==> src/rtl/dll_tx_scheduler_if.sv <==
// ---------------------------------------------------------------------------
// dll_tx_scheduler_if
// Bus bundle for the data-link-layer transmit scheduler.
//   replay control : replay_req_i, replay_beats_i, ack_progress_i
//   retry buffer   : rd_en_o, rbuf_data_i, rbuf_data_en_i, rbuf_space_i
//   packetizer     : tlp_data_i, tlp_valid_i, tlp_last_i, tlp_ready_o,
//                    tlp_wr_en_o
//   DLLP generator : dllp_data_i, dllp_valid_i, dllp_ready_o
//   PIPE output    : data_o, data_en_o, replay_rollover_o
// slave  = scheduler side, master = environment side.
// ---------------------------------------------------------------------------
interface dll_tx_scheduler_if #(
  parameter int PIPE_DATA_WIDTH = 256,
  parameter int RETRY_DEPTH_LG2 = 8
);
  logic                       replay_req_i;
  logic [RETRY_DEPTH_LG2-1:0] replay_beats_i;
  logic                       ack_progress_i;
  logic                       rd_en_o;
  logic [PIPE_DATA_WIDTH-1:0] rbuf_data_i;
  logic                       rbuf_data_en_i;
  logic [RETRY_DEPTH_LG2-1:0] rbuf_space_i;
  logic [PIPE_DATA_WIDTH-1:0] tlp_data_i;
  logic                       tlp_valid_i;
  logic                       tlp_last_i;
  logic                       tlp_ready_o;
  logic                       tlp_wr_en_o;
  logic [63:0]                dllp_data_i;
  logic                       dllp_valid_i;
  logic                       dllp_ready_o;
  logic [PIPE_DATA_WIDTH-1:0] data_o;
  logic                       data_en_o;
  logic                       replay_rollover_o;

  modport slave (
    input  replay_req_i, replay_beats_i, ack_progress_i,
    input  rbuf_data_i, rbuf_data_en_i, rbuf_space_i,
    input  tlp_data_i, tlp_valid_i, tlp_last_i,
    input  dllp_data_i, dllp_valid_i,
    output rd_en_o, tlp_ready_o, tlp_wr_en_o, dllp_ready_o,
    output data_o, data_en_o, replay_rollover_o
  );

  modport master (
    output replay_req_i, replay_beats_i, ack_progress_i,
    output rbuf_data_i, rbuf_data_en_i, rbuf_space_i,
    output tlp_data_i, tlp_valid_i, tlp_last_i,
    output dllp_data_i, dllp_valid_i,
    input  rd_en_o, tlp_ready_o, tlp_wr_en_o, dllp_ready_o,
    input  data_o, data_en_o, replay_rollover_o
  );
endinterface

==> src/rtl/dll_tx_scheduler.sv <==
// ---------------------------------------------------------------------------
// dll_tx_scheduler
// Shares the PIPE output between new TLP beats, retry-buffer replay beats and
// DLLPs. Sequences retry-buffer reads during replay, counts replays (with a
// rollover pulse) and only starts a new TLP when the retry buffer has room.
// Ports:
//   sclk  - clock
//   srst  - synchronous active-high reset; drops all in-flight work
//   bus   - dll_tx_scheduler_if.slave (see interface file for signal list)
// data_o, data_en_o and replay_rollover_o are registered; ready/strobe
// outputs are decoded from the registered state and same-cycle arbitration.
// ---------------------------------------------------------------------------
module dll_tx_scheduler #(
  parameter int PIPE_DATA_WIDTH = 256,
  parameter int RETRY_DEPTH_LG2 = 8,
  parameter int REPLAY_NUM_MAX  = 3,
  parameter int DLLP_STARVE_MAX = 16,
  parameter int TLP_SPACE_MIN   = 136
) (
  input logic               sclk,
  input logic               srst,
  dll_tx_scheduler_if.slave bus
);

  localparam int WAIT_W = $clog2(DLLP_STARVE_MAX + 1);
  localparam logic [WAIT_W-1:0]          STARVE_C    = WAIT_W'(DLLP_STARVE_MAX);
  localparam logic [RETRY_DEPTH_LG2-1:0] SPACE_MIN_C = RETRY_DEPTH_LG2'(TLP_SPACE_MIN);
  localparam logic [RETRY_DEPTH_LG2-1:0] ONE_BEAT_C  = RETRY_DEPTH_LG2'(1);
  localparam logic [1:0]                 NUM_MAX_C   = 2'(REPLAY_NUM_MAX);

  typedef enum logic [1:0] {
    ST_IDLE   = 2'd0,
    ST_TLP    = 2'd1,
    ST_REPLAY = 2'd2,
    ST_DRAIN  = 2'd3
  } state_t;

  state_t                     state_r;
  logic                       pend_replay_r;
  logic [RETRY_DEPTH_LG2-1:0] pend_beats_r;
  logic [RETRY_DEPTH_LG2-1:0] beats_left_r;
  logic [1:0]                 replay_num_r;
  logic [WAIT_W-1:0]          wait_cnt_r;
  logic [PIPE_DATA_WIDTH-1:0] data_r;
  logic                       data_en_r;
  logic                       rollover_r;

  logic                       req_ok_s;
  logic                       pend_eff_s;
  logic [RETRY_DEPTH_LG2-1:0] beats_eff_s;
  logic                       starved_s;
  logic                       grant_dllp_s;
  logic                       grant_replay_s;
  logic                       grant_tlp_s;
  logic                       tlp_ready_s;
  logic                       tlp_acc_s;

  // IDLE arbitration; a request arriving this cycle competes immediately
  always_comb begin
    req_ok_s       = bus.replay_req_i && (bus.replay_beats_i != '0);
    pend_eff_s     = pend_replay_r || req_ok_s;
    starved_s      = bus.dllp_valid_i && (wait_cnt_r >= STARVE_C);
    grant_dllp_s   = 1'b0;
    grant_replay_s = 1'b0;
    grant_tlp_s    = 1'b0;
    if (req_ok_s) begin
      beats_eff_s = bus.replay_beats_i;   // newest request wins
    end else begin
      beats_eff_s = pend_beats_r;
    end
    if (!srst && (state_r == ST_IDLE)) begin
      if (starved_s) begin
        grant_dllp_s = 1'b1;
      end else if (pend_eff_s) begin
        grant_replay_s = 1'b1;
      end else if (bus.dllp_valid_i) begin
        grant_dllp_s = 1'b1;
      end else if (bus.tlp_valid_i && (bus.rbuf_space_i >= SPACE_MIN_C)) begin
        grant_tlp_s = 1'b1;
      end else begin
        grant_tlp_s = 1'b0;
      end
    end else begin
      grant_tlp_s = 1'b0;
    end
    tlp_ready_s = !srst && (grant_tlp_s || (state_r == ST_TLP));
    tlp_acc_s   = bus.tlp_valid_i && tlp_ready_s;
  end

  assign bus.tlp_ready_o       = tlp_ready_s;
  assign bus.tlp_wr_en_o       = tlp_acc_s;
  assign bus.dllp_ready_o      = grant_dllp_s;
  assign bus.rd_en_o           = !srst && (state_r == ST_REPLAY);
  assign bus.data_o            = data_r;
  assign bus.data_en_o         = data_en_r;
  assign bus.replay_rollover_o = rollover_r;

  // FSM, replay bookkeeping, DLLP starvation counter and output register
  always_ff @(posedge sclk) begin
    if (srst) begin
      state_r       <= ST_IDLE;
      pend_replay_r <= 1'b0;
      pend_beats_r  <= '0;
      beats_left_r  <= '0;
      replay_num_r  <= 2'd0;
      wait_cnt_r    <= '0;
      data_r        <= '0;
      data_en_r     <= 1'b0;
      rollover_r    <= 1'b0;
    end else begin
      // pending replay: a grant consumes it, otherwise a new request latches
      if (grant_replay_s) begin
        pend_replay_r <= 1'b0;
      end else if (req_ok_s) begin
        pend_replay_r <= 1'b1;
        pend_beats_r  <= bus.replay_beats_i;
      end

      case (state_r)
        ST_IDLE: begin
          if (grant_replay_s) begin
            beats_left_r <= beats_eff_s;
            state_r      <= ST_REPLAY;
          end else if (grant_tlp_s && !bus.tlp_last_i) begin
            state_r <= ST_TLP;
          end
        end
        ST_TLP: begin
          if (bus.tlp_valid_i && bus.tlp_last_i) begin
            state_r <= ST_IDLE;
          end
        end
        ST_REPLAY: begin
          beats_left_r <= beats_left_r - ONE_BEAT_C;
          if (beats_left_r == ONE_BEAT_C) begin
            state_r <= ST_DRAIN;
          end
        end
        ST_DRAIN: begin
          // one slot so the last read beat cannot collide with the next source
          state_r <= ST_IDLE;
        end
        default: begin
          state_r <= ST_IDLE;
        end
      endcase

      // replay count: an ACK in the grant cycle clears first, so result is 1
      rollover_r <= 1'b0;
      if (grant_replay_s) begin
        if (bus.ack_progress_i) begin
          replay_num_r <= 2'd1;
        end else if (replay_num_r == NUM_MAX_C) begin
          replay_num_r <= 2'd0;
          rollover_r   <= 1'b1;
        end else begin
          replay_num_r <= replay_num_r + 2'd1;
        end
      end else if (bus.ack_progress_i) begin
        replay_num_r <= 2'd0;
      end

      if (grant_dllp_s) begin
        wait_cnt_r <= '0;
      end else if (bus.dllp_valid_i && (wait_cnt_r < STARVE_C)) begin
        wait_cnt_r <= wait_cnt_r + WAIT_W'(1);
      end

      // sources are mutually exclusive by construction; order is defensive
      if (bus.rbuf_data_en_i) begin
        data_r    <= bus.rbuf_data_i;
        data_en_r <= 1'b1;
      end else if (tlp_acc_s) begin
        data_r    <= bus.tlp_data_i;
        data_en_r <= 1'b1;
      end else if (grant_dllp_s) begin
        data_r    <= {{(PIPE_DATA_WIDTH-64){1'b0}}, bus.dllp_data_i};
        data_en_r <= 1'b1;
      end else begin
        data_en_r <= 1'b0;
      end
    end
  end

endmodule

==> src/flat_wrapper.sv <==
// flat-port wrapper written by rule: the top's interface ports become plain ports
module dll_tx_scheduler_flat 
#(
  parameter int PIPE_DATA_WIDTH = 256,
  parameter int RETRY_DEPTH_LG2 = 8,
  parameter int REPLAY_NUM_MAX  = 3,
  parameter int DLLP_STARVE_MAX = 16,
  parameter int TLP_SPACE_MIN   = 136
)
  (sclk, srst, bus_replay_req_i, bus_replay_beats_i, bus_ack_progress_i, bus_rbuf_data_i, bus_rbuf_data_en_i, bus_rbuf_space_i, bus_tlp_data_i, bus_tlp_valid_i, bus_tlp_last_i, bus_dllp_data_i, bus_dllp_valid_i, bus_rd_en_o, bus_tlp_ready_o, bus_tlp_wr_en_o, bus_dllp_ready_o, bus_data_o, bus_data_en_o, bus_replay_rollover_o);
  dll_tx_scheduler_if #(.PIPE_DATA_WIDTH(PIPE_DATA_WIDTH), .RETRY_DEPTH_LG2(RETRY_DEPTH_LG2)) bus_i ();
  input logic sclk;
  input logic srst;
  input wire logic [$bits(bus_i.replay_req_i)-1:0] bus_replay_req_i;
  input wire logic [$bits(bus_i.replay_beats_i)-1:0] bus_replay_beats_i;
  input wire logic [$bits(bus_i.ack_progress_i)-1:0] bus_ack_progress_i;
  input wire logic [$bits(bus_i.rbuf_data_i)-1:0] bus_rbuf_data_i;
  input wire logic [$bits(bus_i.rbuf_data_en_i)-1:0] bus_rbuf_data_en_i;
  input wire logic [$bits(bus_i.rbuf_space_i)-1:0] bus_rbuf_space_i;
  input wire logic [$bits(bus_i.tlp_data_i)-1:0] bus_tlp_data_i;
  input wire logic [$bits(bus_i.tlp_valid_i)-1:0] bus_tlp_valid_i;
  input wire logic [$bits(bus_i.tlp_last_i)-1:0] bus_tlp_last_i;
  input wire logic [$bits(bus_i.dllp_data_i)-1:0] bus_dllp_data_i;
  input wire logic [$bits(bus_i.dllp_valid_i)-1:0] bus_dllp_valid_i;
  output wire logic [$bits(bus_i.rd_en_o)-1:0] bus_rd_en_o;
  output wire logic [$bits(bus_i.tlp_ready_o)-1:0] bus_tlp_ready_o;
  output wire logic [$bits(bus_i.tlp_wr_en_o)-1:0] bus_tlp_wr_en_o;
  output wire logic [$bits(bus_i.dllp_ready_o)-1:0] bus_dllp_ready_o;
  output wire logic [$bits(bus_i.data_o)-1:0] bus_data_o;
  output wire logic [$bits(bus_i.data_en_o)-1:0] bus_data_en_o;
  output wire logic [$bits(bus_i.replay_rollover_o)-1:0] bus_replay_rollover_o;
  assign bus_i.replay_req_i = bus_replay_req_i;
  assign bus_i.replay_beats_i = bus_replay_beats_i;
  assign bus_i.ack_progress_i = bus_ack_progress_i;
  assign bus_i.rbuf_data_i = bus_rbuf_data_i;
  assign bus_i.rbuf_data_en_i = bus_rbuf_data_en_i;
  assign bus_i.rbuf_space_i = bus_rbuf_space_i;
  assign bus_i.tlp_data_i = bus_tlp_data_i;
  assign bus_i.tlp_valid_i = bus_tlp_valid_i;
  assign bus_i.tlp_last_i = bus_tlp_last_i;
  assign bus_i.dllp_data_i = bus_dllp_data_i;
  assign bus_i.dllp_valid_i = bus_dllp_valid_i;
  assign bus_rd_en_o = bus_i.rd_en_o;
  assign bus_tlp_ready_o = bus_i.tlp_ready_o;
  assign bus_tlp_wr_en_o = bus_i.tlp_wr_en_o;
  assign bus_dllp_ready_o = bus_i.dllp_ready_o;
  assign bus_data_o = bus_i.data_o;
  assign bus_data_en_o = bus_i.data_en_o;
  assign bus_replay_rollover_o = bus_i.replay_rollover_o;
  dll_tx_scheduler #(.PIPE_DATA_WIDTH(PIPE_DATA_WIDTH), .RETRY_DEPTH_LG2(RETRY_DEPTH_LG2), .REPLAY_NUM_MAX(REPLAY_NUM_MAX), .DLLP_STARVE_MAX(DLLP_STARVE_MAX), .TLP_SPACE_MIN(TLP_SPACE_MIN)) u_core (.sclk(sclk), .srst(srst), .bus(bus_i));
endmodule
==> config.mk <==
export PLATFORM = sky130hd
export DESIGN_NAME = dll_tx_scheduler_flat
export DESIGN_NICKNAME = d
export VERILOG_FILES = /design/src/rtl/dll_tx_scheduler_if.sv /design/src/rtl/dll_tx_scheduler.sv /design/src/flat_wrapper.sv
export SDC_FILE = /design/constraint.sdc
export NUM_CORES = 1
export LEC_CHECK = 0
export ABC_AREA = 0
export CORE_AREA = 2 2 331 333
export DETAILED_ROUTE_END_ITERATION = 12
export DIE_AREA = 0 0 333 335
export PLACE_DENSITY = 0.4
export REMOVE_ABC_BUFFERS = 1
export SETUP_SLACK_MARGIN = 0.4
export SYNTH_ARGS = -nofsm -noshare
export SYNTH_HDL_FRONTEND = slang
export SYNTH_SLANG_ARGS = --single-unit
==> constraint.sdc <==
create_clock -name sclk -period 3.4 [get_ports sclk]
set_input_delay 0.68 -clock sclk [delete_from_list [all_inputs] [get_ports sclk]]
set_output_delay 0.68 -clock sclk [all_outputs]
set_load 0.03 [all_outputs]
* Yosys cells after proc, flatten, opt, wreduce, memory -nomap -nowiden
Index checks and enable logic that the tools add are counted.
** Word-level totals
- Input port bits :: 600
- Flip-flop bits (word level) :: 284
** Operators by class
- Multiplexer cells :: 31
- Bitwise operators :: 1
- Reductions and logical operators :: 24
- Magnitude comparators :: 3
- Add/subtract/negate cells :: 3
- Equal/unequal tests :: 9
** Operators by type and width (number)
- 2-to-1 mux 256 bit :: 3
- 2-to-1 mux 1 bit :: 16
- 2-to-1 mux 2 bit :: 8
- 2-to-1 mux 8 bit :: 2
- one-hot mux 8 bit (2 select lines) :: 1
- logical AND 1 bit :: 10
- == test 8 x 1 -> 1 bit (second input constant) :: 1
- greater-or-equal comparator 8 bit (second input constant) :: 1
- one-hot mux 2 bit (4 select lines) :: 1
- nonzero test 8 bit :: 1
- subtractor 8 x 1 -> 8 bit (second input constant) :: 1
- == test 2 bit (second input constant) :: 3
- adder 5 x 1 -> 5 bit (second input constant) :: 1
- greater-or-equal comparator 5 bit (second input constant) :: 1
- less-than comparator 5 bit (second input constant) :: 1
- != test 2 bit (second input constant) :: 2
- nonzero test 2 bit :: 2
- OR reduction 2 bit :: 2
- != test 3 x 2 -> 1 bit (second input constant) :: 1
- AND reduction 3 bit :: 1
- nonzero test 3 bit :: 1
- OR reduction 3 bit :: 1
- adder 2 x 1 -> 2 bit (second input constant) :: 1
- == test 2 x 1 -> 1 bit (second input constant) :: 1
- 6 further kinds :: 8

* Longest topological paths before layout
Gate-level depths: netlist of run 1.
- Depth in word-level cells :: 12
- Gate-level depth with buffers :: 9
- Depth with buffers taken out :: 6

* Least setup slack after synthesis of run 1
OpenSTA, ideal clock, no wires.
- Kind :: input port to output port
- From :: in bus_replay_beats_i[5]
- To :: out bus_tlp_ready_o
- Stages :: 5
- Slack :: 0.295 ns
- Arrival time :: 2.425 ns
- Cells stage by stage :: or4_1 o21ai_0 clkbuf_1 nand3_1 a21oi_1
** Between the ends
- Cells in the longest elaborated chain, start to end :: 8
** RTL lines
- from (decl) :: RTL line flat_wrapper.sv:15 : input wire logic [$bits(bus_i.replay_beats_i)-1:0] bus_replay_beats_i;
- nonzero test 8 bit :: RTL line dll_tx_scheduler.sv:60 : req_ok_s = bus.replay_req_i && (bus.replay_beats_i != '0);
- logical AND 1 bit :: RTL line dll_tx_scheduler.sv:60
- logical OR 1 bit :: RTL line dll_tx_scheduler.sv:61 : pend_eff_s = pend_replay_r || req_ok_s;
- 2-to-1 mux 1 bit :: RTL line dll_tx_scheduler.sv:74 : end else if (pend_eff_s) begin
- 2-to-1 mux 1 bit :: RTL line dll_tx_scheduler.sv:72 : if (starved_s) begin
- 2-to-1 mux 1 bit :: RTL line dll_tx_scheduler.sv:71 : if (!srst && (state_r == ST_IDLE)) begin
- logical OR 1 bit :: RTL line dll_tx_scheduler.sv:86 : tlp_ready_s = !srst && (grant_tlp_s || (state_r == ST_TLP));
- logical AND 1 bit :: RTL line dll_tx_scheduler.sv:86
- to (decl) :: RTL line flat_wrapper.sv:26 : output wire logic [$bits(bus_i.tlp_ready_o)-1:0] bus_tlp_ready_o;
Every way passes these cells.

* Worst setup path after layout of run 1
- From :: in bus_dllp_valid_i
- To :: out bus_tlp_ready_o
** Between the ends
- Cells in the longest elaborated chain, start to end :: 6
- Elaborated cells between the ends (all ways) :: 7
- Those cells by class :: mux (4); reduce/logical (3)
** RTL lines
- from (decl) :: RTL line flat_wrapper.sv:24 : input wire logic [$bits(bus_i.dllp_valid_i)-1:0] bus_dllp_valid_i;
- 2-to-1 mux 1 bit :: RTL line dll_tx_scheduler.sv:76 : end else if (bus.dllp_valid_i) begin
- 2-to-1 mux 1 bit :: RTL line dll_tx_scheduler.sv:74
- 2-to-1 mux 1 bit * :: RTL line dll_tx_scheduler.sv:72
- 2-to-1 mux 1 bit * :: RTL line dll_tx_scheduler.sv:71
- logical OR 1 bit * :: RTL line dll_tx_scheduler.sv:86
- logical AND 1 bit * :: RTL line dll_tx_scheduler.sv:86
Mark *: on every way between the ends. The rest lies on a longest branch, timed or not.

==> metrics.md, run 1 <==
| Metric | Value |
|---|---|
| Cell count after synthesis | 1411 |
| Metal2 WL | 44400 um |
| Die ar. | 112000 sq um |
| Cts bufs inserted | 39 |
| Worst VDD drop | 0.262 mV |
| Dominant cell type by area after synthesis | dfxtp_1 |
| Worst slew pin tran | 0.878 ns |
| Core area | 108000 sq um |
| Tmin final | 2.88 ns |
| Initial antenna violation count | 57 |
| Clock sinks | 284 |
| Clock Path Buffers | 3 |
| PnR worst setup slack | 0.520 ns |
| # rows | 121 |
| Top Ports | 862 |
| Max-cap violations | 0 |
| Placed instance area | 22800 sq um |
| Post-synthesis sequential area ratio | 46.5% |
| Crit share post-route | 84.7% |
| Synthesized cell area | 12200 sq um |
| RSZ-0062 raised after global routing | false |
| Worst setup path class | in2out |
| H-tree Lvls | 2 |
| P&R area growth vs syn | 98.2% |
| WL met1 | 36600 um |
| Design Area, Final | 24200 sq um |
| Total vias in the final route | 15100 |
| Yosys warning count | 0 |
| Max-slew headroom | 41.3% |
| Synth top area share | 46.5% |
| Post-route ant nets | 0 |
| Most numerous cell in the Yosys netlist | dfxtp_1 |
| Synth area leaders | dfxtp_1, a22oi_1, a21oi_1 |
| Crit start category | input port |
| Fmax | 347 MHz |
| Fin. Hold Viols | 0 |
| Number of synthesized flops with an enable pin | 0 |
| Worst hold path type | in2reg |
| First-pass DRT Iterations | 5 |
| Pleak | 8.24 nW |
| Layout cell share with drive strength beyond 1 | 7.42% |
| Yosys cell types | 55 |
| Worst-path clk slew | 0.06 ns |
| Overall power after layout | 10.4 mW |
| Syn Area/Cell | 8.66 sq um |
| Finished Layout Cells | 3697 |
| Final count of pins violating max slew | 0 |
| Final wirelength | 91200 um |
| CP max FO | 7 |
| P per Cell Area | 428 nW/um^2 |
| Met3 WL | 7750 um |
| Finished Core Util | 22.4% |
| Root Driver | clkbuf_16 |
| Hold Slack | 0.397 ns |
| Post-DR wirelength/cell | 24.7 um |
| Total track usage | 15.6% |
| Total gr overflow | 0 |
| Final nets | 2844 |
| CTS Hold Bufs | 0 |
| Required time worst endpoint | 2.72 ns |
| Synth async-reset ratio | 0% |
| Max Used Layer | met5 |
| DIE WIDTH | 333 um |
| CTS tree | built |
| Final setup violation count | 0 |
| Initial DRC Count | 967 |
| CP arrival | 2.20 ns |
| Dpl cells | 3610 |
| TNS Setup | 0 ns |
| Seq. cell area | 5690 sq um |
| Clk_lat worst skew | 0.58 ns |
| RePlAce Congestion | 0.798 |
| Synth top cells by count | dfxtp_1, a21oi_1, nand3_1, a22oi_1, clkbuf_1 |
| Vias in the first global route | 15500 |
| Status | complete, no violations |
| Starting Density | 11.3% |
| Port Buffers | 858 |
| Predominant post-synthesis flop cell | dfxtp_1 |
| Layout fillers | 12000 |
| Worst setup EP type | output pin |
| Hpwl dp | 71900 um |
| Multi-input logic area | 5930 sq um |
| # DRC | 0 |
| Clock Skew | 0.0137 ns |
| Pin count of the biggest net entering global routing | 134 |
| Global-route wire length before repair | 124000 um |
| Drt via density | 4.07 |
| Die Ht | 335 um |
| Place WS | -0.000982 ns |
| Yosys reg bits | 284 |
==> what timing repair did <==
item                                    4_1_cts  5_1_grt
endpoints found under the setup margin        2        3
setup buffers                                 3        0
gates resized for setup                      15        9
pin swaps                                     4        1
==> report_power, final <==
part | switching, mW | leakage [nW] | internal [mW] | total, mW
sequential | 0.129 | 2.34 | 3.56 | 3.69
combinational | 1.24 | 5.28 | 1.27 | 2.50
clock | 1.71 | 0.613 | 2.46 | 4.17
total | 3.08 | 8.24 | 7.29 | 10.4
==> critical path, cell delays in order <==
cell and delay [ns]:
clkdlybuf4s50_1 0.48, buf_4 0.20, nor4_2 0.26, buf_4 0.17, nand3_2 0.09, a21oi_2 0.16
buf_6 0.15
==> registers in the layout, summed over array words and instances, names as in the netlist <==
signal                        cells
u_core.state_r                    2
u_core.bus.data_o               256
u_core.beats_left_r               8
u_core.replay_num_r               2
u_core.pend_replay_r              1
u_core.pend_beats_r               8
u_core.bus.data_en_o              1
u_core.wait_cnt_r                 5
u_core.bus.replay_rollover_o      1
==> final cells by class <==
| cell class | instances | share of cell area [%] |
|---|---|---|
| well taps | 1414 | 7.31 |
| flip-flops and latches | 284 | 23.5 |
| inverters | 8 | 0.129 |
| diodes | 18 | 0.186 |
| multi-input cells | 965 | 24.5 |
| clock buffers | 61 | 4.92 |
| repair buffers | 942 | 39.3 |
| clock inverters | 5 | 0.222 |
==> per-layer routing <==
metal | vias up | global-route usage, %
met1 | 7244 | 18.1
li1 | 7038 | -
met5 | - | 0
met3 | 139 | 5.92
met4 | 18 | 5.95
met2 | 618 | 26.0
==> path summary, 6_finish.rpt <==
path | start | endpoint | slack, ns | cells after the start
hold reg to reg | u_core.bus.data_o[131]$_SDFFE_PP0P_ | u_core.bus.data_o[131]$_SDFFE_PP0P_ | 0.46 | 2
setup reg to reg | u_core.state_r[1]$_SDFFE_PP0P_ | u_core.bus.data_o[137]$_SDFFE_PP0P_ | 0.78 | 7
setup / recovery | bus_dllp_valid_i | bus_tlp_ready_o | 0.52 | 7
hold / removal | srst | u_core.pend_beats_r[1]$_SDFFE_PP0N_ | 0.40 | 2
==> cells by family after synthesis <==
kind of cell | synth area share, %
compound gates | 30.2
xor+xnor | 0.287
fa+ha+maj | 0.410
buf+inv | 5.76
flops | 46.5
mux | 0.768
simple gates | 16.1
==> cell usage in the layout (no fill, tap or decap), types with 3 or more instances in the layout <==
cell               n
a211oi_1           4
a21oi_1          202
a22oi_1          192
a31oi_1            3
and3_1             3
buf_12            23
buf_4             62
clkbuf_1          11
clkbuf_16         41
clkbuf_8          10
clkdlybuf4s50_1  845
clkinv_2           4
dfxtp_1          282
diode_2           18
dlygate4sd2_1      6
ha_1               4
inv_1              7
mux2_2             3
mux2i_1            6
nand2_1           79
nand2b_1          65
nand3_1          197
nand4_1            4
nor2_1            18
nor2b_1            3
nor3_1             5
nor3b_1            3
o21ai_0            7
o221ai_1          64
o22ai_1           63
or4_4              3
(Power assumes the default switching activity.)
==> inputs of run 2 (changes only) <==
- clock period: 3.4 -> 2.8 ns (I/O delays scaled with it)
==> run 2 against run 1 <==
Net effect: clock skew increased by 0.00098 ns; sequential power increased by 22%; sequential share of layout area is 3.2 points lower; cell count is 3.2% higher; worst hold slack worse by 0.066 ns; setup slack worse by 0.41 ns; register-to-register slack worse by 0.57 ns; die area unchanged; wire length grew 6.8%; non-clock buffer count increased by 113; core utilization is 3.6 points higher; highest routed layer unchanged.
==> metrics.md, run 2 (synthesis results as in run 1) <==
| Metric | Value |
|---|---|
| Critical-path top delay cell | clkdlybuf4s50_1 |
| Required time worst endpoint | 2.24 ns (-0.48 ns) |
| Final nets | 2959 (+4.0%) |
| CP peak stage delay | 0.44 ns (-0.04 ns) |
| Sw Ratio | 30.5% (+0.78 points) |
| Pleak | 9.38 nW (+14%) |
| RePlAce Congestion | 0.798 (about the same) |
| CP max FO | 3 (-4) |
| Cell mode on critical path | nor4_4 |
| CP arrival | 2.13 ns (-0.07 ns) |
| Vias in the first global route | 16200 (+4.6%) |
| CP Buf/Inv Count | 5 (+1) |
| DIE WIDTH | 333 um (unchanged) |
| Die ar. | 112000 sq um (unchanged) |
| Post-route ant nets | 0 (unchanged) |
| Number of flip-flops in the largest register | 256 (unchanged) |
| Most common cell after layout, fill and taps aside | clkdlybuf4s50_1 |
| Pin count of the biggest net entering global routing | 145 (+8.2%) |
| Overall power after layout | 13.1 mW (+26%) |
| Worst setup path class | in2out |
| Initial DRC Count | 735 (-24%) |
| Drt via density | 4.12 (+1.1%) |
| Clock group share of total power | 39.2% (-1.1 points) |
| Starting Density | 11.3% (unchanged) |
| Layout cell share with drive strength beyond 1 | 26.1% (+19 points) |
| Layout fillers | 11700 (-2.7%) |
| Delay-heaviest family, CP | buffers and inverters |
| Clock Path Buffers | 3 (unchanged) |
| First-pass DRT Iterations | 5 (unchanged) |
| Core area | 108000 sq um (unchanged) |
| Total vias in the final route | 15700 (+4.4%) |
| Fmax | 372 MHz |
| Gate power share | 26.6% (+2.4 points) |
| Status | complete, no violations |
| Worst-path clk slew | 0.05 ns (about the same) |
| GRT busiest layer | met2 |
| Final wirelength | 97400 um (+6.8%) |
| # DRC | 0 (unchanged) |
| CTS tree | built |
| Final setup violation count | 0 (unchanged) |
| Post-DR wirelength/cell | 25.5 um (+3.6%) |
| Clock sinks | 284 (unchanged) |
| Hpwl dp | 72900 um (+1.4%) |
| Global-route wire length before repair | 130000 um (+4.7%) |
| Total track usage | 16.4% (+0.82 points) |
| Grt met1 use | 19.2% (+1.1 points) |
| H-tree Lvls | 2 (unchanged) |
| P per Cell Area | 467 nW/um^2 (+9.0%) |
| Worst slew pin tran | 1.14 ns (+0.265 ns) |
| # rows | 121 (unchanged) |
| Tmin final | 2.69 ns |
| Clock Skew | 0.0147 ns (+0.000984 ns) |
| CP cell instances | clkdlybuf4s50_1, nor4_4, nor4_4, buf_4, a31oi_4, buf_12, clkinv_4, buf_6 |
| Worst setup EP type | output pin |
| Clk_lat worst skew | 0.59 ns (about the same) |
| Total gr overflow | 0 (unchanged) |
| Most frequent cells in the layout | clkdlybuf4s50_1, dfxtp_1, a22oi_2 |
| Max-slew headroom | 23.8% (-18 points) |
| NetSw | 3.99 mW (+30%) |
| Crit share post-route | 95.9% |
| Crit start category | input port |
| R2R setup slack | 0.21 ns (-0.57 ns) |
| Port Buffers | 858 (unchanged) |
| Initial antenna violation count | 54 (-5.3%) |
| Design Area, Final | 28100 sq um (+16%) |
| Cts bufs inserted | 40 (+2.6%) |
| Max-cap violations | 0 (unchanged) |
| P_int | 9.11 mW (+25%) |
| Reg power frac | 34.3% (-1.3 points) |
| GR Layer Usage met2 | 27.5% (+1.4 points) |
| Root Driver | clkbuf_16 |
| Worst hold path type | in2reg |
| Placed instance area | 23300 sq um (+1.9%) |
| Fin. Hold Viols | 0 (unchanged) |
| P&R area growth vs syn | 130% |
| Die Ht | 335 um (unchanged) |
| Met3 usage | 5.92% (unchanged) |
| Worst VDD drop | 0.337 mV (+29%) |
| Final count of pins violating max slew | 0 (unchanged) |
| RSZ-0062 raised after global routing | true |
| Top Ports | 862 (unchanged) |
run 2: cell types whose count changed in the layout (fill, tap and decap cells not counted), moves of 24 or more:
cell      previous run  this run
a21oi_1            202       167
a22oi_2              0       187
o221ai_1            64         1
nand3_2              1        29
o221ai_2             0        49
a22oi_1            192         5
a21oi_2              1        35
nand3_1            197       161
buf_6                2        26
run 2: final cells by class:
cell class / instances / area, sq um / share of cell area [%]
tap: 1414 / 1770 / 6.30
clock buffer: 60 / 1190 / 4.23
timing repair buffer: 1055 / 11400 / 40.7
sequential: 284 / 5690 / 20.2
clock inverter: 10 / 88.8 / 0.316
antenna: 17 / 42.5 / 0.151
multi-input combinational: 966 / 7850 / 28.0
inverter: 8 / 36.3 / 0.129
run 2: power groups by stage:
stage	logic, mW	clock network (mW)	registers, mW
floorplan	0.611	0	5.02
global placement	3.12	0	4.56
detailed placement	3.11	0	4.56
CTS	3.39	5.36	4.48
global route	3.67	5.46	4.52
finish	3.48	5.13	4.49
run 2: worst paths after layout:
check,startpoint,to,cells after the start
max,bus_rbuf_space_i[3],bus_tlp_wr_en_o,8
min,bus_replay_beats_i[5],u_core.pend_beats_r[5]$_SDFFE_PP0N_,4
max reg2reg,u_core.state_r[0]$_SDFFE_PP0P_,u_core.bus.data_o[32]$_SDFFE_PP0P_,9
min reg2reg,u_core.bus.data_o[160]$_SDFFE_PP0P_,u_core.bus.data_o[160]$_SDFFE_PP0P_,2
run 2: metrics by stage:
stage | cells | TNS (ns) | utilization (%) | hold slack, ns | worst slack (ns)
2_1_floorplan | 1257 | -1983.84 | - | 0.445 | -10.99
3_3_place_gp | 3659 | -85.41 | 21.5 | 0.450 | -0.430
3_5_place_dp | 3659 | -87.76 | 21.5 | 0.456 | -0.449
4_1_cts | 3783 | -0.0281 | 25.0 | 0.372 | -0.0281
5_1_grt | 3813 | 0 | 26.0 | 0.318 | 0.0472
6_report | 3814 | 0 | 26.0 | 0.331 | 0.115
run 2: what timing repair did:
action | in CTS | in global routing
endpoints found under the setup margin | 251 | 259
cloned | 19 | 8
hold buffers | 0 | 0
buffers inserted | 35 | 6
resized for setup | 337 | 176
pin swaps | 184 | 99
run 2: metal layers:
layer  vias to the layer above  wire length (um)
met1                      7625             39100
met5                         -               101
met2                       630             47700
li1                       7295                 -
met4                        16              2480
met3                       146              7990
run 2: worst min-delay path, delay by kind of cell:
kind                   cells  cell delay [ns]
and+or+nand+nor            1             0.04
AOI/OAI and AO/OA          1             0.10
buffers and inverters      2             0.17
==> inputs of run 3 (changes only) <==
- CORE_AREA: 2 2 331 333 -> 2 2 336 338
- CTS_BUF_LIST: not set -> sky130_fd_sc_hd__clkbuf_2
- DIE_AREA: 0 0 333 335 -> 0 0 338 340
- PLACE_DENSITY: 0.4 -> 0.39
==> run 3 against run 2 <==
Net effect: the run now ends with setup timing left; non-clock buffer count increased by 599; design area rose by 19%; fmax down 17%; via count up 18%; clock power decreased by 30%; largest cell class unchanged; global-route usage rose by 0.56 points; highest routed layer unchanged; sequential power grew 2%; setup slack got worse by 0.54 ns; die area increased by 3.0%.
==> metrics.md, run 3 (synthesis results as in run 1) <==
| Metric | Value |
|---|---|
| Crit start category | flop |
| RR Startpoint | u_core.state_r[0]$_SDFFE_PP0P_ |
| Hpwl dp | 76300 um (+4.6%) |
| Final nets | 3611 (+22%) |
| DIE WIDTH | 338 um (+1.5%) |
| Top Ports | 862 (unchanged) |
| Status | complete, but fails checks |
| Root Driver | clkbuf_2 |
| Initial antenna violation count | 44 (-19%) |
| Worst hold path type | in2reg |
| Drt via density | 4.02 (-2.3%) |
| Failing checks | setup timing |
| Total track usage | 17.0% (+0.56 points) |
| Number of flip-flops in the largest register | 256 (unchanged) |
| CP arrival | 2.66 ns (+0.53 ns) |
| Clk_lat worst skew | 1.15 ns (+0.56 ns) |
| Most frequent cells in the layout | clkdlybuf4s50_1, dlygate4sd3_1, buf_6 |
| H-tree Lvls | 3 (+1) |
| Max-slew headroom | 36.6% (+13 points) |
| Place WS | -0.403 ns (+0.0463 ns) |
| Fmax | 310 MHz (-17%) |
| Reg2Reg Depth | 12 (+3) |
| Cts bufs inserted | 94 (+140%) |
| Clock group share of total power | 29.0% (-10 points) |
| CP cell instances | or3_4, nor4_4, buf_4, nand3_4, a21oi_4, buf_6 |
| Fin. Hold Viols | 0 (unchanged) |
| R2R setup slack | 0 ns (-0.21 ns) |
| Crit share post-route | 115% (+19 points) |
| P&R area growth vs syn | 172% |
| Tmin final | 3.22 ns (+0.535 ns) |
| Required time worst endpoint | 2.24 ns (about the same) |
| Reg power frac | 36.8% (+2.5 points) |
| Die Ht | 340 um (+1.5%) |
| Layout cell share with drive strength beyond 1 | 33.4% (+7.3 points) |
| P per Cell Area | 373 nW/um^2 (-20%) |
| Global-route wire length before repair | 141000 um (+8.7%) |
| Vias in the first global route | 19400 (+20%) |
| CTS tree | built |
| Initial DRC Count | 707 (-3.8%) |
| TNS Setup | -0.860 ns (-0.860 ns) |
| Starting Density | 11.0% (-0.35 points) |
| PnR worst setup slack | -0.421 ns (-0.535 ns) |
| Worst reg2reg path endpoint | u_core.bus.data_o[161]$_SDFFE_PP0P_ |
| Total vias in the final route | 18500 (+18%) |
| Worst setup EP type | output pin |
| Dpl cells | 3735 (+2.1%) |
| CP max FO | 2 (-1) |
| Final setup violation count | 3 (+3) |
| CP Capture Point | bus_tlp_ready_o |
| Post-DR wirelength/cell | 22.8 um (-11%) |
| Gate power share | 34.2% (+7.6 points) |
| NetSw | 4.30 mW (+7.6%) |
| # rows | 123 (+1.7%) |
| Finished Layout Cells | 4597 (+21%) |
| Post-route ant nets | 0 (unchanged) |
| Final count of pins violating max slew | 0 (unchanged) |
| Clock sinks | 284 (unchanged) |
| Max-cap violations | 0 (unchanged) |
| Core area | 112000 sq um (+3.2%) |
| P_int | 8.13 mW (-11%) |
| Worst-path clk slew | 0.10 ns (+0.05 ns) |
| Most common cell after layout, fill and taps aside | clkdlybuf4s50_1 |
| Overall power after layout | 12.4 mW (-5.2%) |
| Worst slew pin tran | 0.951 ns (-0.193 ns) |
| Final wirelength | 105000 um (+7.8%) |
| Port Buffers | 858 (unchanged) |
| RSZ-0062 raised after global routing | true |
| Worst setup path class | reg2out |
| Clock Path Buffers | 3 (unchanged) |
| Crit path from | u_core.state_r[0]$_SDFFE_PP0P_ |
| Sw Ratio | 34.6% (+4.1 points) |
| Critical-path top delay cell | or3_4 |
| Pleak | 12.5 nW (+33%) |
| # DRC | 0 (unchanged) |
| Worst VDD drop | 0.238 mV (-29%) |
| Pin count of the biggest net entering global routing | 137 (-5.5%) |
| Total gr overflow | 0 (unchanged) |
| Die ar. | 115000 sq um (+3.0%) |
| First-pass DRT Iterations | 4 (-1) |
| CP peak stage delay | 0.39 ns (-0.05 ns) |
| RePlAce Congestion | 0.805 (+0.83%) |
| Clock Skew | 0.0836 ns (+0.0689 ns) |
run 3: what timing repair did:
item / in CTS / in global routing
hold buffers: 583 / 0
cloned: 11 / 14
setup buffers: 52 / 16
endpoints found under the hold margin: 269 / 0
resized for setup: 2160 / 175
pin swaps: 108 / 182
endpoints found under the setup margin: 490 / 395
run 3: routing by layer:
layer  vias to the layer above  global-route usage (%)  wire length (um)
li1                       8643                       -                 -
met1                      8871                    20.2             42400
met2                       773                    29.6             51700
met3                       194                    4.63              7890
met4                        12                    5.19              2890
met5                         -                       0                75
run 3: power by group through the flow:
stage,clock network [mW],logic [mW],registers (mW)
3_3_place_gp,0,3.14,4.56
4_1_cts,3.87,4.08,4.57
6_report,3.61,4.25,4.57
2_1_floorplan,0,0.611,5.02
5_1_grt,4.02,4.48,4.61
3_5_place_dp,0,3.13,4.56
run 3: final cells by class:
type                            count  area (sq um)
Antenna cell                       18          45.0
Clock buffer                      136           681
Clock inverter                     32           160
Fill cell                       11900         78300
Inverter                            8          31.3
Multi-Input combinational cell    965          6840
Sequential cell                   284          6030
Tap cell                         1500          1880
Timing Repair Buffer             1654         17600
run 3: through the flow:
| stage | util (%) | instance area, sq um | hold WS [ns] |
|---|---|---|---|
| 2_1_floorplan | - | 11500 | 0.445 |
| 3_3_place_gp | 20.9 | 23300 | 0.449 |
| 3_5_place_dp | 20.9 | 23300 | 0.454 |
| 4_1_cts | 28.5 | 31800 | 0.00194 |
| 5_1_grt | 29.8 | 33300 | 0.169 |
| 6_report | 29.8 | 33300 | 0.241 |
run 3: worst min-delay path by stage:
stage                                             start                                   to  cells past startpoint
floorplan           u_core.pend_beats_r[4]$_SDFFE_PP0N_  u_core.pend_beats_r[4]$_SDFFE_PP0N_                      2
global placement    u_core.bus.data_o[179]$_SDFFE_PP0P_  u_core.bus.data_o[179]$_SDFFE_PP0P_                      2
detailed placement  u_core.bus.data_o[193]$_SDFFE_PP0P_  u_core.bus.data_o[193]$_SDFFE_PP0P_                      2
CTS                                 bus_tlp_data_i[212]  u_core.bus.data_o[212]$_SDFFE_PP0P_                      3
global route                        bus_tlp_data_i[254]  u_core.bus.data_o[254]$_SDFFE_PP0P_                      3
finish                              bus_tlp_data_i[202]  u_core.bus.data_o[202]$_SDFFE_PP0P_                      3
run 3: critical path, delay by kind of cell (launching register included):
family / cells / cell delay, ns
flops: 1 / 0.33
simple gates: 3 / 0.66
buf+inv: 2 / 0.33
compound gates: 1 / 0.19
